--- src/rtl/dtc_stream_sched.sv ---
// Round-robin scheduler that time-shares one external decision-tree classifier among NREQ requesters.
// Optional per-class result histogram is built only when DTC_CLASS_HIST_EN is defined.
module dtc_stream_sched #(
  parameter int NREQ   = 4,
  parameter int FEAT_W = 7,
  parameter int CLS_W  = 2,
  parameter int CNT_W  = 16,
  localparam int ID_W  = $clog2(NREQ)
) (
  input  logic                     clk,
  input  logic                     rst_n,
  input  logic [NREQ-1:0]          req_valid,
  input  logic [NREQ*FEAT_W-1:0]   req_feat,
  output logic [NREQ-1:0]          req_ready,
  output logic [FEAT_W-1:0]        tree_inp,
  input  logic [CLS_W-1:0]         tree_outp,
  output logic                     res_valid,
  input  logic                     res_ready,
  output logic [CLS_W-1:0]         res_class,
  output logic [ID_W-1:0]          res_id,
  output logic                     busy
`ifdef DTC_CLASS_HIST_EN
  ,
  input  logic                     hist_clr,
  output logic [(1<<CLS_W)*CNT_W-1:0] hist
`endif
);

  typedef enum logic [1:0] {IDLE, EVAL, OUT} state_t;

  state_t              state_reg, state_next;
  logic [ID_W-1:0]     rr_ptr_reg;
  logic [FEAT_W-1:0]   feat_reg;
  logic [CLS_W-1:0]    cls_reg;
  logic [ID_W-1:0]     id_reg;

  logic [ID_W-1:0]     rot_idx [NREQ];
  logic                grant_found;
  logic [ID_W-1:0]     grant_idx;
  logic [FEAT_W-1:0]   grant_feat;
  logic                accept;
  logic                done;

  if (NREQ < 2 || CNT_W < 1) begin : g_param_check
    $error("dtc_stream_sched: NREQ must be >= 2 and CNT_W >= 1");
  end

  // rot_idx[k] is the requester visited k-th in the scan that starts at rr_ptr
  for (genvar gi = 0; gi < NREQ; gi++) begin : g_rot
    logic [ID_W:0] sum;
    assign sum = {1'b0, rr_ptr_reg} + (ID_W+1)'(gi);
    assign rot_idx[gi] = (sum >= (ID_W+1)'(NREQ)) ? ID_W'(sum - (ID_W+1)'(NREQ)) : sum[ID_W-1:0];
  end

  // Scan from the back so the earliest position in round-robin order wins
  always_comb begin
    grant_found = 1'b0;
    grant_idx   = '0;
    for (int k = NREQ - 1; k >= 0; k--) begin
      if (req_valid[rot_idx[k]]) begin
        grant_found = 1'b1;
        grant_idx   = rot_idx[k];
      end
    end
  end

  always_comb begin
    grant_feat = '0;
    for (int k = 0; k < NREQ; k++) begin
      if (grant_idx == ID_W'(k)) grant_feat = req_feat[k*FEAT_W +: FEAT_W];
    end
  end

  always_comb begin
    state_next = state_reg;
    accept     = 1'b0;
    done       = 1'b0;
    res_valid  = 1'b0;
    busy       = 1'b1;
    case (state_reg)
      IDLE: begin
        busy = 1'b0;
        if (grant_found) begin
          accept     = 1'b1;
          state_next = EVAL;
        end
      end
      EVAL: state_next = OUT;
      OUT: begin
        res_valid = 1'b1;
        if (res_ready) begin
          done       = 1'b1;
          state_next = IDLE;
        end
      end
      default: state_next = IDLE;
    endcase
  end

  // Gated by rst_n so no grant is advertised while the registers are held in reset
  assign req_ready = (accept && rst_n) ? (NREQ'(1) << grant_idx) : '0;
  assign tree_inp  = feat_reg;
  assign res_class = cls_reg;
  assign res_id    = id_reg;

  always_ff @(posedge clk or negedge rst_n) begin
    if (!rst_n) state_reg <= IDLE;
    else        state_reg <= state_next;
  end

  always_ff @(posedge clk or negedge rst_n) begin
    if (!rst_n) begin
      rr_ptr_reg <= '0;
      feat_reg   <= '0;
      cls_reg    <= '0;
      id_reg     <= '0;
    end else begin
      if (accept) begin
        feat_reg   <= grant_feat;
        id_reg     <= grant_idx;
        rr_ptr_reg <= (grant_idx == ID_W'(NREQ - 1)) ? '0 : grant_idx + 1'b1;
      end
      if (state_reg == EVAL) cls_reg <= tree_outp;
    end
  end

`ifdef DTC_CLASS_HIST_EN
  for (genvar gi = 0; gi < (1 << CLS_W); gi++) begin : g_hist
    logic [CNT_W-1:0] cnt_reg;
    always_ff @(posedge clk or negedge rst_n) begin
      if (!rst_n)                                                 cnt_reg <= '0;
      else if (hist_clr)                                          cnt_reg <= '0;
      else if (done && cls_reg == CLS_W'(gi) && cnt_reg != '1)    cnt_reg <= cnt_reg + 1'b1;
    end
    assign hist[gi*CNT_W +: CNT_W] = cnt_reg;
  end
`endif

endmodule

--- config.mk ---
export PLATFORM = sky130hd
export DESIGN_NAME = dtc_stream_sched
export DESIGN_NICKNAME = d
export VERILOG_FILES = /design/src/rtl/dtc_stream_sched.sv
export SDC_FILE = /design/constraint.sdc
export NUM_CORES = 1
export LEC_CHECK = 0
export CAP_MARGIN = 20
export CORE_UTILIZATION = 38
export CTS_CLUSTER_SIZE = 24
export DETAILED_ROUTE_END_ITERATION = 7
export GPL_TIMING_DRIVEN = 0
export HOLD_SLACK_MARGIN = 0.12
export PLACE_DENSITY_LB_ADDON = 0.15
export SETUP_SLACK_MARGIN = 0.1
export SLEW_MARGIN = 20
export SYNTH_ARGS = -nofsm -noshare
export SYNTH_HDL_FRONTEND = slang
export SYNTH_SLANG_ARGS = --single-unit
--- constraint.sdc ---
create_clock -name clk -period 2.8 [get_ports clk]
set_input_delay 0.7 -clock clk [delete_from_list [all_inputs] [get_ports clk]]
set_output_delay 0.7 -clock clk [all_outputs]
set_load 0.1 [all_outputs]
==> flow_summary.yaml <==
timing:
  final-setup-viol-count: 0
  tightest_slew_ns: 0.9881
  rsz0062_at_grt: "yes"
  hold_viol: 0
  slew_violations: 0
  timing.final.ws_setup_ns: 0.06050
  clock.fmax_mhz: 365.0
  min_period_ns: 2.740
  holdWs_ns: 0.3490
  relSlewSlack_pct: 33.92
  fin_skew_ns: 0.003416
  finalCritPeriodShare_pct: 97.84
global_route:
  grt.total_usage_pct: 23.74
  antenna_found_initial: 0
  grt_max_degree: 20
  overflow: 0
  grt_busiest_layer: "met2"
  met1_usage_pct: 27.45
  grtUsageMet3_pct: 3.448
  grt_util_met2_pct: 43.25
  grt_pass1_vias: 1052
  grt_pass1_wl_mm: 4.726
synthesis:
  synthXorXnorAreaFrac_pct: 0
  synth_top_family_by_area: "compound AO/OA/AOI/OAI gates"
  synth_cells: 104
  synthSimpleGateAreaFrac_pct: 21.13
  ys_seq_elements: 15
  seq_area_frac_synth_pct: 37.74
  syn_area_per_cell_sq_um: 9.564
  yosysUniqueCellTypes: 30
  yosys_warnings: 0
  synth_fa_ha_area_share_pct: 5.031
  synthesis.nets: 145
  netlist_area_sq_um: 994.7
  synth-compound-area-share_pct: 22.52
  synthMuxAreaShare_pct: 5.283
routing:
  via_per_inst: 5.220
  wire_per_inst_um: 15.20
  dr.pass1.iters: 4
  drt_iter0_drc: 8
  drt_wl_total_mm: 3.116
  via_count: 1070
  drtAntennaViolNets: 0
  route.detailed.drc: 0
cts:
  htree_levels: 1
  root_buffer: "clkbuf_4"
  clockBufferDepth: 2
  clk_latency_ns: 0.28
  clk_pin_slew_ns: 0.10
  tritoncts: "built"
  numCtsBuffers: 3
  cts_sinks: 15
setup_path:
  critPathMaxFanout: 5
  r2r_slack_ns: 0.43
  critPathMaxStageDelay_ns: 0.22
  r2r.worst_path.cells: 11
  worst-path-stages: 9
  critPathCaptureType: "primary output"
  crit_chain: "buf_4 -> inv_1 -> a21oi_2 -> a21oi_2 -> nor2_2 -> ha_2 -> buf_8 -> and3_4 -> buf_12"
  r2r-end: "tree_inp[1]"
  startpoint_type: "input pin"
  cpMostUsedCell: "a21oi_2"
  worstPathRequired_ns: 2.10
  cp_top_family: "buffers and inverters"
  crit_slowest_cell: "ha_2"
  path_class: "input pin to primary output"
  critPathArrivalTime_ns: 2.04
  worst-path-buf-inv: 4
  reg2reg_from: "rr_ptr_reg[0]"
placement:
  dp.cells: 187
  place_ws_ns: -1.890
  port_buffers: 53
  place_hpwl_mm: 2.096
  gp_congestion: 0.7786
floorplanning:
  core_sq_um: 2477
  start_util_pct: 40.15
  die-area_sq_um: 2826
  die_h_um: 53.16
  pin_count: 54
  num_rows: 18
  chipWidth_um: 53.16
finish:
  stdcell_count: 205
  syn2layout_area_growth_pct: 85.41
  num-nets-final: 217
  largest_reg_flops: 7
  diodes: 0
  drive_gt1_share_pct: 34.86
worst_hold_path:
  hp-class: "input pin to asynchronous set/reset pin"
power_and_ir_drop:
  ir_worst_vdd_uv: 1035
  p_per_area_nw_per_um2: 1367
  cellLeakagePower_nw: 0.7807
run:
  max-cap-violations: 0
outcome:
  status: "finished clean"
where the power goes:
part           leakage (nW)  switching [W]  internal [W]
logic                 0.591        0.00127      0.000714
clock network        0.0150      0.0000729     0.0000552
registers             0.175      0.0000830      0.000331
total                 0.781        0.00142       0.00110
worst max-delay path by stage:
stage	startpoint	to	slack [ns]
finish	req_valid[3]	req_ready[3]	0.06
CTS	req_valid[0]	req_ready[2]	0.04
global route	req_valid[2]	req_ready[3]	0.002
floorplan	req_valid[2]	req_ready[3]	-0.06
global placement	req_valid[1]	req_ready[3]	-1.81
detailed placement	req_valid[1]	req_ready[3]	-1.89
routing by layer:
metal	share of wire, %	up-vias
li1	-	512
met1	39	503
met2	54	47
met3	4.8	8
met4	2.2	0
met5	0	-
timing repair:
action | in CTS | in global routing
buffers inserted | 11 | 4
gates resized for setup | 82 | 10
pin swaps | 5 | 6
hold buffers | 0 | 0
setup endpoints to repair | 12 | 4
placed cells by master, fill, tap and decap left out, types with 2 or more instances in the layout:
master / Yosys / final
inv_1: 5 / 4
clkinv_1: 5 / 5
buf_4: 1 / 17
mux2_4: 2 / 2
nand2_1: 9 / 9
o21ai_0: 3 / 3
nor2_1: 6 / 3
ha_4: 0 / 2
a21oi_1: 5 / 3
a31oi_1: 6 / 6
a221oi_1: 6 / 6
dfrtp_1: 15 / 15
nor2_2: 5 / 8
buf_6: 3 / 3
or2_4: 1 / 2
o21ai_1: 2 / 2
mux2_1: 2 / 2
nand2b_1: 2 / 2
nor2b_4: 1 / 4
clkbuf_4: 0 / 3
and3_4: 0 / 3
a21oi_2: 0 / 2
clkdlybuf4s50_1: 0 / 43
a211o_1: 6 / 6
buf_8: 0 / 3
buf_12: 0 / 4
cell families after synthesis:
logic type | after synthesis
multiplexers | 4
AND/OR/NAND/NOR | 35
adder cells (fa/ha/maj) | 4
flip-flops | 15
buffers and inverters | 15
AO/OA/AOI/OAI | 31
through the flow:
step / util [%] / power, W / setup TNS, ns / instance area [sq um]
after floorplan: - / 0.001754 / -0.05552 / 1011
after global placement: 63.74 / 0.002132 / -7.694 / 1579
after detailed placement: 63.74 / 0.002157 / -8.770 / 1579
after CTS: 73.18 / 0.002478 / 0 / 1813
after global routing: 74.44 / 0.002656 / 0 / 1844
final: 74.44 / 0.002522 / 0 / 1844
layout make-up:
class / instances / area [sq um]
Clock buffer: 4 / 26.28
Fill cell: 176 / 633.1
Timing Repair Buffer: 68 / 681.9
Tap cell: 30 / 37.54
Sequential cell: 15 / 375.4
Multi-Input combinational cell: 74 / 636.9
Buffer: 4 / 48.80
Inverter: 10 / 37.54
cells in the mapped netlist, drive strengths merged:
master    n  area share (%)
o22a      1            0.88
clkinv    5             1.9
a2bb2oi   1             1.5
a31oi     6             3.8
nor2     12             6.5
nand2b    2             1.3
or2       2             1.5
nor4      1             2.1
a21oi     5             2.5
ha        4             5.0
a221oi    6             5.3
o21ai     5             2.5
nand2     9             3.4
dfrtp    15              38
inv       5             1.9
clkbuf    1            0.38
a22oi     1            0.75
nor2b     4             3.3
a211o     6             5.3
mux2      4             5.3
nor3      1            0.50
buf       4             4.2
and3      4             2.5
(Power assumes the default switching activity.)
